[config.mk]
export PLATFORM = sky130hd
export DESIGN_NAME = game_ctrl_param_flat
export DESIGN_NICKNAME = d
export VERILOG_FILES = /design/src/rtl/game_pkg.sv /design/src/rtl/game_ctrl_param_if.sv /design/src/rtl/sec_timer.sv /design/src/rtl/game_ctrl_param.sv /design/src/flat_wrapper.sv
export SDC_FILE = /design/constraint.sdc
export NUM_CORES = 1
export LEC_CHECK = 0
export BUFFER_PORTS_ARGS = -buffer_cell sky130_fd_sc_hd__buf_2
export CAP_MARGIN = 10
export CORE_ASPECT_RATIO = 1.75
export CORE_MARGIN = 5
export CORE_UTILIZATION = 40
export CTS_CLUSTER_DIAMETER = 60
export DETAILED_ROUTE_END_ITERATION = 8
export PLACE_DENSITY = 0.63
export SLEW_MARGIN = 0
export SYNTH_ARGS = -nofsm -noshare
export SYNTH_HDL_FRONTEND = slang
export SYNTH_SLANG_ARGS = --single-unit
[constraint.sdc]
create_clock -name CLK -period 7.2 [get_ports CLK]
set_clock_uncertainty 0.15 [all_clocks]
set_input_delay 2.16 -clock CLK [delete_from_list [all_inputs] [get_ports CLK]]
set_output_delay 2.16 -clock CLK [all_outputs]
set_load 0.01 [all_outputs]
[src/rtl/game_pkg.sv]
// Shared types for the factorization-quiz game controller:
// FSM state codes (visible on STATE) and judge result codes.
package game_pkg;

    typedef enum logic [3:0] {
        ST_IDLE     = 4'd0,
        ST_READY    = 4'd1,
        ST_QUESTION = 4'd2,
        ST_INPUT    = 4'd3,
        ST_JUDGE    = 4'd4,
        ST_CORRECT  = 4'd5,
        ST_WRONG    = 4'd6,
        ST_CLEAR    = 4'd7,
        ST_GAMEOVER = 4'd8
    } state_e;

    // 2'b11 is a legal bus value that the controller ignores.
    typedef enum logic [1:0] {
        JUDG_PEND = 2'b00,
        JUDG_OK   = 2'b01,
        JUDG_NG   = 2'b10
    } judg_e;

endpackage

[src/rtl/game_ctrl_param_if.sv]
// Signal bundle between the quiz front end / question generator / judge (master)
// and the game controller (slave).
interface game_ctrl_param_if #(
    parameter int SEL_W = 3,
    parameter int HP_W  = 2
);
    logic             READY_IN;
    logic             OK_IN;
    logic             QUE_IN;
    logic [SEL_W-1:0] SEL;
    logic             DEC;
    logic             CLR_IN;
    logic [1:0]       JUDG_IN;

    logic             READY_OUT;
    logic [3:0]       STATE;
    logic [SEL_W-1:0] SEL_OUT;
    logic             DEC_OUT;
    logic             CLR_OUT;
    logic [HP_W-1:0]  HP_OUT;
    logic [7:0]       Q_CNT;
    logic [7:0]       TIME_LEFT;

    modport master (
        output READY_IN, OK_IN, QUE_IN, SEL, DEC, CLR_IN, JUDG_IN,
        input  READY_OUT, STATE, SEL_OUT, DEC_OUT, CLR_OUT, HP_OUT, Q_CNT, TIME_LEFT
    );

    modport slave (
        input  READY_IN, OK_IN, QUE_IN, SEL, DEC, CLR_IN, JUDG_IN,
        output READY_OUT, STATE, SEL_OUT, DEC_OUT, CLR_OUT, HP_OUT, Q_CNT, TIME_LEFT
    );
endinterface

[src/rtl/sec_timer.sv]
// Per-question answer timer: a SEC_DIV-cycle divider producing one-second ticks
// that count TIME_LEFT down from TIME_LIMIT and flag a one-cycle timeout.
module sec_timer #(
    parameter int SEC_DIV    = 50_000_000,
    parameter int TIME_LIMIT = 10
) (
    input  logic       clk,
    input  logic       rst_n,
    input  logic       load,
    input  logic       enable,
    output logic [7:0] time_left,
    output logic       timeout
);
    localparam int DIV_W = (SEC_DIV > 1) ? $clog2(SEC_DIV) : 1;

    logic [DIV_W-1:0] div;
    logic             tick;

    assign tick = enable && (div == DIV_W'(SEC_DIV - 1));

    // NOTE: sequential state uses non-blocking assignments so every register samples pre-edge values.
    always_ff @(posedge clk or negedge rst_n) begin
        if (!rst_n) begin
            div       <= '0;
            time_left <= '0;
            timeout   <= 1'b0;
        end else begin
            timeout <= 1'b0;
            if (load) begin
                div       <= '0;
                time_left <= 8'(TIME_LIMIT);
            end else if (enable) begin
                div <= tick ? '0 : div + DIV_W'(1);
                // With TIME_LIMIT==0 time_left sits at 0, so ticks are never acted on.
                if (tick && time_left != 8'd0) begin
                    time_left <= time_left - 8'd1;
                    timeout   <= (time_left == 8'd1);
                end
            end
        end
    end
endmodule

[src/rtl/game_ctrl_param.sv]
// Game-flow controller for the factorization quiz: sequences start, question,
// answer entry with time limit, judging, HP loss and clear / game over.
module game_ctrl_param
    import game_pkg::*;
#(
    parameter int SEL_W      = 3,
    parameter int HP_W       = 2,
    parameter int HP_INIT    = 3,
    parameter int NUM_Q      = 4,
    parameter int TIME_LIMIT = 10,
    parameter int SEC_DIV    = 50_000_000
) (
    input logic              CLK,
    input logic              RST,
    game_ctrl_param_if.slave bus
);
    state_e           state, state_nxt;
    logic [HP_W-1:0]  hp, hp_nxt, hp_dec;
    logic [7:0]       q_cnt, q_nxt, q_inc;
    logic [SEL_W-1:0] sel_q, sel_nxt;
    logic             dec_q, dec_edge;
    logic             ready_q, clr_q, dec_out_q;
    logic             timer_load, timer_en, timeout;

    assign dec_edge   = bus.DEC && !dec_q;
    assign hp_dec     = (hp == '0) ? '0 : hp - HP_W'(1);
    assign q_inc      = q_cnt + 8'd1;
    assign timer_load = (state == ST_QUESTION) && bus.QUE_IN;
    assign timer_en   = (state == ST_INPUT);

    sec_timer #(
        .SEC_DIV   (SEC_DIV),
        .TIME_LIMIT(TIME_LIMIT)
    ) u_timer (
        .clk      (CLK),
        .rst_n    (RST),
        .load     (timer_load),
        .enable   (timer_en),
        .time_left(bus.TIME_LEFT),
        .timeout  (timeout)
    );

    // NOTE: every always_comb output gets a default first, so no path can infer a latch.
    always_comb begin
        state_nxt = state;
        hp_nxt    = hp;
        q_nxt     = q_cnt;
        sel_nxt   = sel_q;
        case (state)
            ST_IDLE: if (bus.READY_IN) begin
                state_nxt = ST_READY;
                hp_nxt    = HP_W'(HP_INIT);
                q_nxt     = '0;
            end
            ST_READY:    if (bus.OK_IN) state_nxt = ST_QUESTION;
            ST_QUESTION: if (bus.QUE_IN) begin
                state_nxt = ST_INPUT;
                sel_nxt   = '0;
            end
            ST_INPUT: begin
                sel_nxt = bus.CLR_IN ? '0 : bus.SEL;
                // A decide edge beats a timeout arriving in the same cycle.
                if (dec_edge)     state_nxt = ST_JUDGE;
                else if (timeout) state_nxt = ST_WRONG;
            end
            ST_JUDGE: begin
                if (bus.JUDG_IN == JUDG_OK)      state_nxt = ST_CORRECT;
                else if (bus.JUDG_IN == JUDG_NG) state_nxt = ST_WRONG;
            end
            ST_CORRECT: begin
                q_nxt     = q_inc;
                state_nxt = (q_inc == 8'(NUM_Q)) ? ST_CLEAR : ST_QUESTION;
            end
            ST_WRONG: begin
                hp_nxt = hp_dec;
                q_nxt  = q_inc;
                if (hp_dec == '0)               state_nxt = ST_GAMEOVER;
                else if (q_inc == 8'(NUM_Q))    state_nxt = ST_CLEAR;
                else                            state_nxt = ST_QUESTION;
            end
            ST_CLEAR, ST_GAMEOVER: if (bus.READY_IN) state_nxt = ST_IDLE;
            default: state_nxt = ST_IDLE;
        endcase
    end

    always_ff @(posedge CLK or negedge RST) begin
        if (!RST) begin
            state     <= ST_IDLE;
            hp        <= '0;
            q_cnt     <= '0;
            sel_q     <= '0;
            dec_q     <= 1'b0;
            ready_q   <= 1'b0;
            clr_q     <= 1'b0;
            dec_out_q <= 1'b0;
        end else begin
            state     <= state_nxt;
            hp        <= hp_nxt;
            q_cnt     <= q_nxt;
            sel_q     <= sel_nxt;
            dec_q     <= bus.DEC;
            // Flag outputs are registered from the next state so they line up with STATE.
            ready_q   <= (state_nxt == ST_READY);
            clr_q     <= (state_nxt == ST_CLEAR);
            dec_out_q <= (state == ST_INPUT) && dec_edge;
        end
    end

    assign bus.STATE     = state;
    assign bus.READY_OUT = ready_q;
    assign bus.SEL_OUT   = sel_q;
    assign bus.DEC_OUT   = dec_out_q;
    assign bus.CLR_OUT   = clr_q;
    assign bus.HP_OUT    = hp;
    assign bus.Q_CNT     = q_cnt;
endmodule

[src/flat_wrapper.sv]
// flat-port wrapper written by rule: the top's interface ports become plain ports
module game_ctrl_param_flat import game_pkg::*;
#(
    parameter int SEL_W      = 3,
    parameter int HP_W       = 2,
    parameter int HP_INIT    = 3,
    parameter int NUM_Q      = 4,
    parameter int TIME_LIMIT = 10,
    parameter int SEC_DIV    = 50_000_000
)
  (CLK, RST, bus_READY_IN, bus_OK_IN, bus_QUE_IN, bus_SEL, bus_DEC, bus_CLR_IN, bus_JUDG_IN, bus_READY_OUT, bus_STATE, bus_SEL_OUT, bus_DEC_OUT, bus_CLR_OUT, bus_HP_OUT, bus_Q_CNT, bus_TIME_LEFT);
  game_ctrl_param_if #(.SEL_W(SEL_W), .HP_W(HP_W)) bus_i ();
  input logic CLK;
  input logic RST;
  input wire logic [$bits(bus_i.READY_IN)-1:0] bus_READY_IN;
  input wire logic [$bits(bus_i.OK_IN)-1:0] bus_OK_IN;
  input wire logic [$bits(bus_i.QUE_IN)-1:0] bus_QUE_IN;
  input wire logic [$bits(bus_i.SEL)-1:0] bus_SEL;
  input wire logic [$bits(bus_i.DEC)-1:0] bus_DEC;
  input wire logic [$bits(bus_i.CLR_IN)-1:0] bus_CLR_IN;
  input wire logic [$bits(bus_i.JUDG_IN)-1:0] bus_JUDG_IN;
  output wire logic [$bits(bus_i.READY_OUT)-1:0] bus_READY_OUT;
  output wire logic [$bits(bus_i.STATE)-1:0] bus_STATE;
  output wire logic [$bits(bus_i.SEL_OUT)-1:0] bus_SEL_OUT;
  output wire logic [$bits(bus_i.DEC_OUT)-1:0] bus_DEC_OUT;
  output wire logic [$bits(bus_i.CLR_OUT)-1:0] bus_CLR_OUT;
  output wire logic [$bits(bus_i.HP_OUT)-1:0] bus_HP_OUT;
  output wire logic [$bits(bus_i.Q_CNT)-1:0] bus_Q_CNT;
  output wire logic [$bits(bus_i.TIME_LEFT)-1:0] bus_TIME_LEFT;
  assign bus_i.READY_IN = bus_READY_IN;
  assign bus_i.OK_IN = bus_OK_IN;
  assign bus_i.QUE_IN = bus_QUE_IN;
  assign bus_i.SEL = bus_SEL;
  assign bus_i.DEC = bus_DEC;
  assign bus_i.CLR_IN = bus_CLR_IN;
  assign bus_i.JUDG_IN = bus_JUDG_IN;
  assign bus_READY_OUT = bus_i.READY_OUT;
  assign bus_STATE = bus_i.STATE;
  assign bus_SEL_OUT = bus_i.SEL_OUT;
  assign bus_DEC_OUT = bus_i.DEC_OUT;
  assign bus_CLR_OUT = bus_i.CLR_OUT;
  assign bus_HP_OUT = bus_i.HP_OUT;
  assign bus_Q_CNT = bus_i.Q_CNT;
  assign bus_TIME_LEFT = bus_i.TIME_LEFT;
  game_ctrl_param #(.SEL_W(SEL_W), .HP_W(HP_W), .HP_INIT(HP_INIT), .NUM_Q(NUM_Q), .TIME_LIMIT(TIME_LIMIT), .SEC_DIV(SEC_DIV)) u_core (.CLK(CLK), .RST(RST), .bus(bus_i));
endmodule
==> metrics.cfg, run 1 <==
[critical_path]
cp-start-kind = flip-flop
cp-end-kind = primary output
slowest_stage = dfrtp_1
crit_family = flip-flops
cp.depth = 1
crit_buf_inv = 1
worstRegToRegCells = 5
critPathArrivalTime_ns = 1.23
slowest_delay_ns = 0.70
critPathMaxFanout = 19
crit_required_ns = 4.89
worstPathCellList = buf_2
crit_type = flip-flop to primary output

[final_layout]
fin_nets = 387
final_cells = 461
drive_gt1_share_pct = 15.9
antennaDiodeCount = 0
fill_cells = 772
area_growth_pct = 12.1

[timing]
finalCriticalPeriod_ns = 3.54
worst_pin_slew_ns = 1.21
hold_viol = 0
tns_ns = 0
slew_violations = 0
timing.slew.headroom_pct = 18.5
setup_viol = 0
max_freq_mhz = 282
period_share_pct = 49.2
rsz0062_at_grt = no

[power]
p_switching_mw = 0.388
p_clk_share_pct = 24.1
ir_drop_v = 0.000112
p_leak_nw = 1.56
p_int_mw = 0.611
switching_share_pct = 38.9
power_frac_seq_pct = 45.7
combPwrFrac_pct = 30.2
p_per_area_nw_per_um2 = 281

[die]
die_area_um2 = 9880
num_io_pins = 40
rows = 43
core_um2 = 7860
die_x_um = 77.3
die_y_um = 128
start_util_pct = 40.4

[yosys]
synth_area_um2 = 3170
seq_area_frac_synth_pct = 44.2
synth_top_family_by_area = simple AND/OR/NAND/NOR gates
post-synth-top-count-cell = dfrtp_1
yosysTopAreaCell = dfrtp_1
synthMuxAreaShare_pct = 0.987
async_flop_share_pct = 100
syn_nets = 356
synth.top_cells.by_area = dfrtp_1, nor2_1, xnor2_1, nand2_1, nand3_1
synth.top_cell.area_share_pct = 44.2
synth_cell_types = 60
syn_avg_cell_area_um2 = 9.35
synthAdderAreaFrac_pct = 1.97
synth_edf_count = 0
synth_ff_type = dfrtp_1
yosys_warnings = 0
synth-seq-cells = 56
synth_xor_area_share_pct = 6.63
yosys-top-cells-count = dfrtp_1, nor2_1, nand2_1
postSynthCellCount = 339
synth_compound_area_share_pct = 13.1
synth-simple-area-share_pct = 28.9

[clock_network]
cts_inserted_buffers = 5
clockBufferDepth = 2
cts_resized = 0
clk_pin_slew_worst_paths_ns = 0.07
cts-htree-levels = 2
post-cts-setup-buffers = 0
cts.hold.buffers_added = 0
cts_tree = yes
clk_latency_ns = 0.30
cts.sinks = 56
ctsRootBufferMaster = clkbuf_16

[grt]
grt_use_met1_pct = 16.6
overflow = 0
grt_start_max_net_pins = 57
busiest_layer = met2
track_usage_pct = 15.4
use_met2_pct = 28.9
gr-usage-met3_pct = 2.53
antenna_found_initial = 0
grt_pass1_wl_um = 12600
grt_pass1_vias = 2673

[drt]
drc = 0
detail_route.wl_per_cell_um = 16.2
routed_wl_um = 7480
drt-pass1-iter-count = 4
ant_nets = 0
drtIter0Drc = 121
viasPerCell = 5.83
vias = 2687

[min_path]
hold_path_class = flip-flop to flip-flop
min_path_cells = 1

[place]
gp_congestion = 0.860
placement.io_buffers = 39
dp_cells = 453
dp_hpwl_um = 5480

[run_status]
outcome = completed

[flow_run]
maxCapViolCount = 0

## cell families (layout without fill, tap and decap cells)
family / Yosys count / after routing
fa+ha+maj: 5 / 5
flops: 56 / 56
buf+inv: 32 / 64
simple gates: 159 / 159
xor+xnor: 24 / 24
compound gates: 60 / 60
mux: 3 / 3
## worst paths after layout
kind / start / endpoint / slack (ns)
max: u_core.bus.STATE[0]$_DFF_PN0_ / bus_STATE[0] / 3.66
min: u_core.dec_q$_DFF_PN0_ / u_core.bus.DEC_OUT$_DFF_PN0_ / 0.28
max reg2reg: u_core.bus.STATE[1]$_DFF_PN0_ / u_core.u_timer.div[21]$_DFFE_PN0P_ / 4.23
min reg2reg: u_core.dec_q$_DFF_PN0_ / u_core.bus.DEC_OUT$_DFF_PN0_ / 0.28
max in group asynchronous: RST / u_core.u_timer.div[7]$_DFFE_PN0P_ / 4.56
min in group asynchronous: RST / u_core.u_timer.time_left[3]$_DFFE_PN0P_ / 1.85
## metal layers
layer / wire length [um] / up-vias
met1: 2910 / 1325
met5: 0 / -
met4: 244 / 0
met3: 268 / 16
li1: - / 1295
met2: 4060 / 51
## power groups by stage
stage | Combinational, mW | Clock, mW | Sequential (mW)
finish | 0.302 | 0.241 | 0.457
global route | 0.340 | 0.260 | 0.467
CTS | 0.307 | 0.249 | 0.456
detailed placement | 0.306 | 0 | 0.462
global placement | 0.299 | 0 | 0.460
floorplan | 0.230 | 0 | 0.440
## registers in the layout (all words and copies together) (netlist names)
signal / cells
u_core.u_timer.time_left: 8
u_core.u_timer.div: 26
u_core.bus.CLR_OUT: 1
u_core.bus.HP_OUT: 2
u_core.bus.Q_CNT: 8
u_core.bus.READY_OUT: 1
u_core.bus.DEC_OUT: 1
u_core.bus.SEL_OUT: 3
u_core.dec_q: 1
u_core.u_timer.timeout: 1
u_core.bus.STATE: 4
## layout by cell type, fill, tap and decap left out, types with 3 or more instances in the layout
cell type	n
a21o_1	3
a21oi_1	11
a31oi_1	10
and3_1	5
and4_1	6
buf_2	39
clkbuf_16	5
dfrtp_1	56
ha_1	5
inv_1	16
nand2_1	26
nand2b_1	4
nand3_1	16
nand4_1	12
nor2_1	38
nor2b_1	5
nor3_1	10
nor4_1	5
nor4b_1	4
o21ai_0	15
o32ai_1	3
or3_1	3
or4_1	3
xnor2_1	16
xor2_1	8
## cell type report
class                           instances  area (um2)  area share, %
Multi-Input combinational cell        251        1640           46.0
Clock inverter                          1        8.76          0.246
Tap cell                               90         113           3.17
Sequential cell                        56        1400           39.4
Inverter                               16        60.1           1.69
Clock buffer                            7         133           3.73
Timing Repair Buffer                   40         203           5.70
## stage by stage
step                util, %  hold WS [ns]  instance area, um2  total power [mW]  worst slack, ns
floorplan                 -         0.259                3170             0.669             3.83
global placement       43.4         0.270                3410             0.759             3.36
detailed placement     43.4         0.280                3410             0.768             3.34
CTS                    45.2         0.290                3550              1.01             3.65
global route           45.2         0.310                3550              1.07             3.53
finish                 45.2         0.284                3550              1.00             3.66
Power figures use the tool's default switching activity.
==> run 2: changes to the inputs <==
clock period = 3.4 ns   (was 7.2 ns; I/O delays follow)
==> run 2 against run 1 <==
Compared with the run above:
- global-route usage up 0.82 points
- first-iteration DRC count is 17% higher
- final area up 1.5%
- sequential power rose by 110%
- critical endpoint is now u_core.u_timer.time_left[1]$_DFFE_PN0P_
- utilization grew 0.67 points
- register-to-register slack worse by 3.4 ns
==> metrics.cfg, run 2 (synthesis results as in run 1) <==
[grt]
grt_pass1_vias = 2685  ; +0.45%
overflow = 0  ; unchanged
track_usage_pct = 16.3  ; +0.82 points
grt_pass1_wl_um = 13100  ; +3.7%
grt_start_max_net_pins = 33  ; -42%
antenna_found_initial = 0  ; unchanged

[clock_network]
post-cts-setup-buffers = 0  ; unchanged
cts.sinks = 56  ; unchanged
clk_pin_slew_worst_paths_ns = 0.07  ; about the same
cts_tree = yes
cts_inserted_buffers = 5  ; unchanged
clk_latency_ns = 0.30  ; about the same
cts.hold.buffers_added = 0  ; unchanged
ctsRootBufferMaster = clkbuf_16
cts-htree-levels = 2  ; unchanged
clockBufferDepth = 2  ; unchanged
cts_resized = 0  ; unchanged

[place]
dp_hpwl_um = 5920  ; +8.2%
dp_cells = 457  ; +0.88%
dpl_cell_area_um2 = 3440  ; +0.88%
pre_cts_ws_ns = 0.837  ; -2.50 ns
gp_congestion = 0.902  ; +5.0%
placement.io_buffers = 39  ; unchanged

[power]
p_per_area_nw_per_um2 = 616  ; +120%
ir_drop_v = 0.000218  ; +95%
p_leak_nw = 1.59  ; +2.0%

[drt]
drtIter0Drc = 141  ; +17%
drc = 0  ; unchanged
detail_route.wl_per_cell_um = 16.9  ; +4.3%
viasPerCell = 5.88  ; +0.80%
vias = 2732  ; +1.7%
ant_nets = 0  ; unchanged
drt-pass1-iter-count = 4  ; unchanged
routed_wl_um = 7870  ; +5.2%

[final_layout]
mostFrequentLayoutCells = dfrtp_1, buf_2, nor2_1
final_cells = 465  ; +0.87%
largest_register_ffs = 26  ; unchanged
regArea_um2 = 1400  ; unchanged
post-route-cell-area_um2 = 3610  ; +1.5%
final_common_cell = dfrtp_1
antennaDiodeCount = 0  ; unchanged
drive_gt1_share_pct = 17.1  ; +1.2 points
fill_cells = 761  ; -1.4%
area_growth_pct = 13.7
multi_input_area_um2 = 1640  ; unchanged
fin_nets = 391  ; +1.0%
top_register = u_core.u_timer.div

[critical_path]
cp-start-kind = flip-flop
crit_start = u_core.u_timer.div[9]$_DFFE_PN0P_
r2r_start = u_core.u_timer.div[9]$_DFFE_PN0P_
worstRegToRegCells = 5  ; unchanged
critPathArrivalTime_ns = 2.62  ; +1.39 ns
crit_type = flip-flop to flip-flop
cp-end-kind = flip-flop
critPathMaxFanout = 7  ; -12
crit_required_ns = 3.44  ; -1.45 ns

[timing]
max_freq_mhz = 387
hold_viol = 0  ; unchanged
timing.slew.headroom_pct = 49.9  ; +31 points
hold_ws_ns = 0.280  ; -0.00406 ns
layout_setup_ws_ns = 0.819  ; -2.84 ns
rsz0062_at_grt = no
slew_violations = 0  ; unchanged
finalCriticalPeriod_ns = 2.58
worst_pin_slew_ns = 0.752  ; -0.458 ns
tns_ns = 0  ; unchanged
setup_viol = 0  ; unchanged
period_share_pct = 75.9

[die]
start_util_pct = 40.4  ; unchanged
die_x_um = 77.3  ; unchanged
die_y_um = 128  ; unchanged
num_io_pins = 40  ; unchanged
rows = 43  ; unchanged
die_area_um2 = 9880  ; unchanged
core_um2 = 7860  ; unchanged

[min_path]
hold_path_class = flip-flop to flip-flop
min-delay-start = u_core.dec_q$_DFF_PN0_
min_path_cells = 1  ; unchanged

[run_status]
outcome = completed

[flow_run]
maxCapViolCount = 0  ; unchanged

## run 2: cell count changes in the layout (fill, tap and decap cells not counted), sizes merged
cell | before | now
buf | 40 | 44
bufinv | 0 | 1
clkbuf | 7 | 6
## run 2: routing by layer
layer	GRT usage, %	wire length (um)	part of all wire (%)	vias up
met5	0	0	0	-
met4	6.78	208	2.6	0
met3	2.67	328	4.2	17
met2	31.1	4400	56	71
met1	17.1	2940	37	1349
li1	-	-	-	1295
## run 2: metrics by stage
stage / total power [mW] / utilization [%]
global route: 2.36 / 45.9
global placement: 1.63 / 43.8
CTS: 2.25 / 45.9
floorplan: 1.42 / -
finish: 2.22 / 45.9
detailed placement: 1.65 / 43.8
## run 2: final cells by class
class / count / share of cell area [%]
well taps: 90 / 3.12
flip-flops and latches: 56 / 38.9
inverters: 16 / 1.67
repair buffers: 44 / 6.45
clock buffers: 6 / 3.57
multi-input cells: 251 / 45.4
clock inverters: 2 / 0.972
## run 2: power by group
part	switching (mW)	internal (mW)
clock network	0.237	0.347
registers	0.188	0.781
logic	0.410	0.258
total	0.835	1.39
## run 2: worst paths after layout
kind                       slack, ns                                 endpoint
max                             0.82  u_core.u_timer.time_left[1]$_DFFE_PN0P_
min                             0.28             u_core.bus.DEC_OUT$_DFF_PN0_
max reg2reg                     0.82  u_core.u_timer.time_left[1]$_DFFE_PN0P_
min reg2reg                     0.28             u_core.bus.DEC_OUT$_DFF_PN0_
max in group asynchronous       1.77       u_core.u_timer.div[14]$_DFFE_PN0P_
min in group asynchronous       0.64  u_core.u_timer.time_left[5]$_DFFE_PN0P_
## run 2: worst max-delay path, cell delays in order, from the launching register on
cell and delay (ns):
dfrtp_1 0.47, or4b_1 0.52, or4_4 0.55, a2111oi_4 0.44
mux2i_1 0.13, or2_1 0.21
==> run 3: changes to the inputs <==
clock period = 2.4 ns   (was 3.4 ns; I/O delays follow)
==> run 3 against run 2 <==
Compared with the run above:
- clock power up 41%
- hold slack worse by 0.087 ns
- global-route usage up 0.57 points
- sequential power up 32%
- register-to-register slack worse by 0.80 ns
- first-iteration DRC count up 31%
- routed wire length up 1.6%
- critical endpoint is now u_core.u_timer.time_left[0]$_DFFE_PN0P_
- largest cell class unchanged
==> metrics.cfg, run 3 (synthesis results as in run 1) <==
[grt]
grt_pass1_wl_um = 13500  ; +3.5%
antenna_found_initial = 0  ; unchanged
track_usage_pct = 16.8  ; +0.57 points
overflow = 0  ; unchanged
grt_start_max_net_pins = 42  ; +27%
grt_pass1_vias = 2772  ; +3.2%

[critical_path]
cp-start-kind = flip-flop
cp-end-kind = flip-flop
crit_required_ns = 2.44  ; -1.00 ns
critPathArrivalTime_ns = 2.42  ; -0.20 ns
critPathMaxFanout = 3  ; -4
r2r_start = u_core.u_timer.div[11]$_DFFE_PN0P_
reg2reg_slack_ns = 0.02  ; -0.80 ns
crit_type = flip-flop to flip-flop
timing.rr.end = u_core.u_timer.time_left[0]$_DFFE_PN0P_
worstRegToRegCells = 6  ; +1

[timing]
timing.slew.headroom_pct = 54.1  ; +4.2 points
setup_viol = 0  ; unchanged
hold_viol = 0  ; unchanged
rsz0062_at_grt = yes
hold_ws_ns = 0.193  ; -0.0868 ns
worst_pin_slew_ns = 0.682  ; -0.0698 ns
finalCriticalPeriod_ns = 2.38  ; -0.198 ns
layout_setup_ws_ns = 0.0173  ; -0.802 ns
period_share_pct = 99.3  ; +23 points
max_freq_mhz = 420  ; +8.3%
slew_violations = 0  ; unchanged

[final_layout]
fill_cells = 747  ; -1.8%
final_cells = 489  ; +5.2%
area_growth_pct = 20.7
mostFrequentLayoutCells = dfrtp_1, buf_2, nor2_1
largest_register_ffs = 26  ; unchanged
top_register = u_core.u_timer.div
final_common_cell = dfrtp_1
antennaDiodeCount = 0  ; unchanged
fin_nets = 415  ; +6.1%
drive_gt1_share_pct = 22.8  ; +5.7 points

[die]
num_io_pins = 40  ; unchanged
rows = 43  ; unchanged
die_area_um2 = 9880  ; unchanged
die_x_um = 77.3  ; unchanged
start_util_pct = 40.4  ; unchanged
core_um2 = 7860  ; unchanged
die_y_um = 128  ; unchanged

[run_status]
outcome = completed

[drt]
drtIter0Drc = 185  ; +31%
drc = 0  ; unchanged
drt-pass1-iter-count = 6  ; +2
ant_nets = 0  ; unchanged
vias = 2791  ; +2.2%
detail_route.wl_per_cell_um = 16.3  ; -3.4%
viasPerCell = 5.71  ; -2.9%
routed_wl_um = 7990  ; +1.6%

[clock_network]
cts_inserted_buffers = 5  ; unchanged
cts-htree-levels = 2  ; unchanged
cts.hold.buffers_added = 0  ; unchanged
clockBufferDepth = 2  ; unchanged
ctsRootBufferMaster = clkbuf_16
clk_latency_ns = 0.29  ; about the same
cts.sinks = 56  ; unchanged
clk_pin_slew_worst_paths_ns = 0.07  ; about the same
cts_tree = yes

[power]
combPwrFrac_pct = 35.4  ; +5.3 points
p_switching_mw = 1.20  ; +44%
switching_share_pct = 37.0  ; -0.63 points
ir_drop_v = 0.000369  ; +69%
p_int_mw = 2.05  ; +48%
p_clk_share_pct = 25.3  ; -1.0 points
p_per_area_nw_per_um2 = 851  ; +38%
power_frac_seq_pct = 39.3  ; -4.3 points
power_mw = 3.26  ; +47%
p_leak_nw = 1.72  ; +8.2%

[place]
dp_hpwl_um = 6040  ; +2.0%
gp_congestion = 0.956  ; +6.0%
placement.io_buffers = 39  ; unchanged
pre_cts_ws_ns = -0.00272  ; -0.840 ns
dp_cells = 480  ; +5.0%

[flow_run]
maxCapViolCount = 0  ; unchanged

[min_path]
hold_path_class = input pin to asynchronous set/reset pin

[run 3: layout make-up]
class	instances	area, um2	share of cell area (%)
Multi-Input combinational cell	251	1660	43.4
Clock inverter	2	35.0	0.915
Clock buffer	6	129	3.37
Tap cell	90	113	2.94
Inverter	16	60.1	1.57
Timing Repair Buffer	68	429	11.2
Sequential cell	56	1400	36.6
[run 3: layer usage]
metal  track usage (%)  vias up  wire length [um]
met3              3.31       14               335
li1                  -     1346                 -
met2              31.4       66              4380
met4              6.17        0               208
met1              18.4     1365              3070
met5                 0        -                 0
[run 3: worst max-delay path by stage]
stage,start,cells past startpoint,to
after detailed placement,u_core.u_timer.div[16]$_DFFE_PN0P_,5,u_core.u_timer.time_left[1]$_DFFE_PN0P_
after global placement,u_core.u_timer.div[16]$_DFFE_PN0P_,5,u_core.u_timer.time_left[1]$_DFFE_PN0P_
after global routing,u_core.u_timer.div[11]$_DFFE_PN0P_,6,u_core.u_timer.time_left[5]$_DFFE_PN0P_
final,u_core.u_timer.div[11]$_DFFE_PN0P_,6,u_core.u_timer.time_left[0]$_DFFE_PN0P_
after CTS,u_core.u_timer.div[11]$_DFFE_PN0P_,6,u_core.u_timer.time_left[6]$_DFFE_PN0P_
after floorplan,u_core.u_timer.div[10]$_DFFE_PN0P_,6,u_core.u_timer.time_left[1]$_DFFE_PN0P_
[run 3: power groups by stage]
stage | Sequential (mW) | Combinational, mW | Clock, mW
3_3_place_gp | 1.29 | 1.12 | 0
5_1_grt | 1.30 | 1.28 | 0.892
3_5_place_dp | 1.30 | 1.13 | 0
2_1_floorplan | 1.32 | 0.689 | 0
6_report | 1.28 | 1.15 | 0.825
4_1_cts | 1.28 | 1.14 | 0.844
[run 3: repair_timing]
| item | 4_1_cts | 5_1_grt |
|---|---|---|
| pin swaps | 2 | 9 |
| endpoints found under the hold margin | 0 | 0 |
| setup buffers | 1 | 0 |
| endpoints found under the setup margin | 1 | 32 |
| resized for setup | 0 | 6 |
[run 3: critical path, stage by stage, from the launching register on]
cell and delay, ns:
dfrtp_1 0.39, or4_4 0.53, or4_4 0.46, a2111oi_4 0.40, buf_4 0.19, xnor2_2 0.10
nor2_1 0.06
[run 3: metrics by stage]
step	cell area (um2)	setup TNS, ns	utilization (%)
finish	3830	0	48.7
global route	3830	-0.441	48.7
CTS	3800	0	48.4
detailed placement	3630	-0.00272	46.2
global placement	3630	0	46.2
floorplan	3170	-0.0230	-
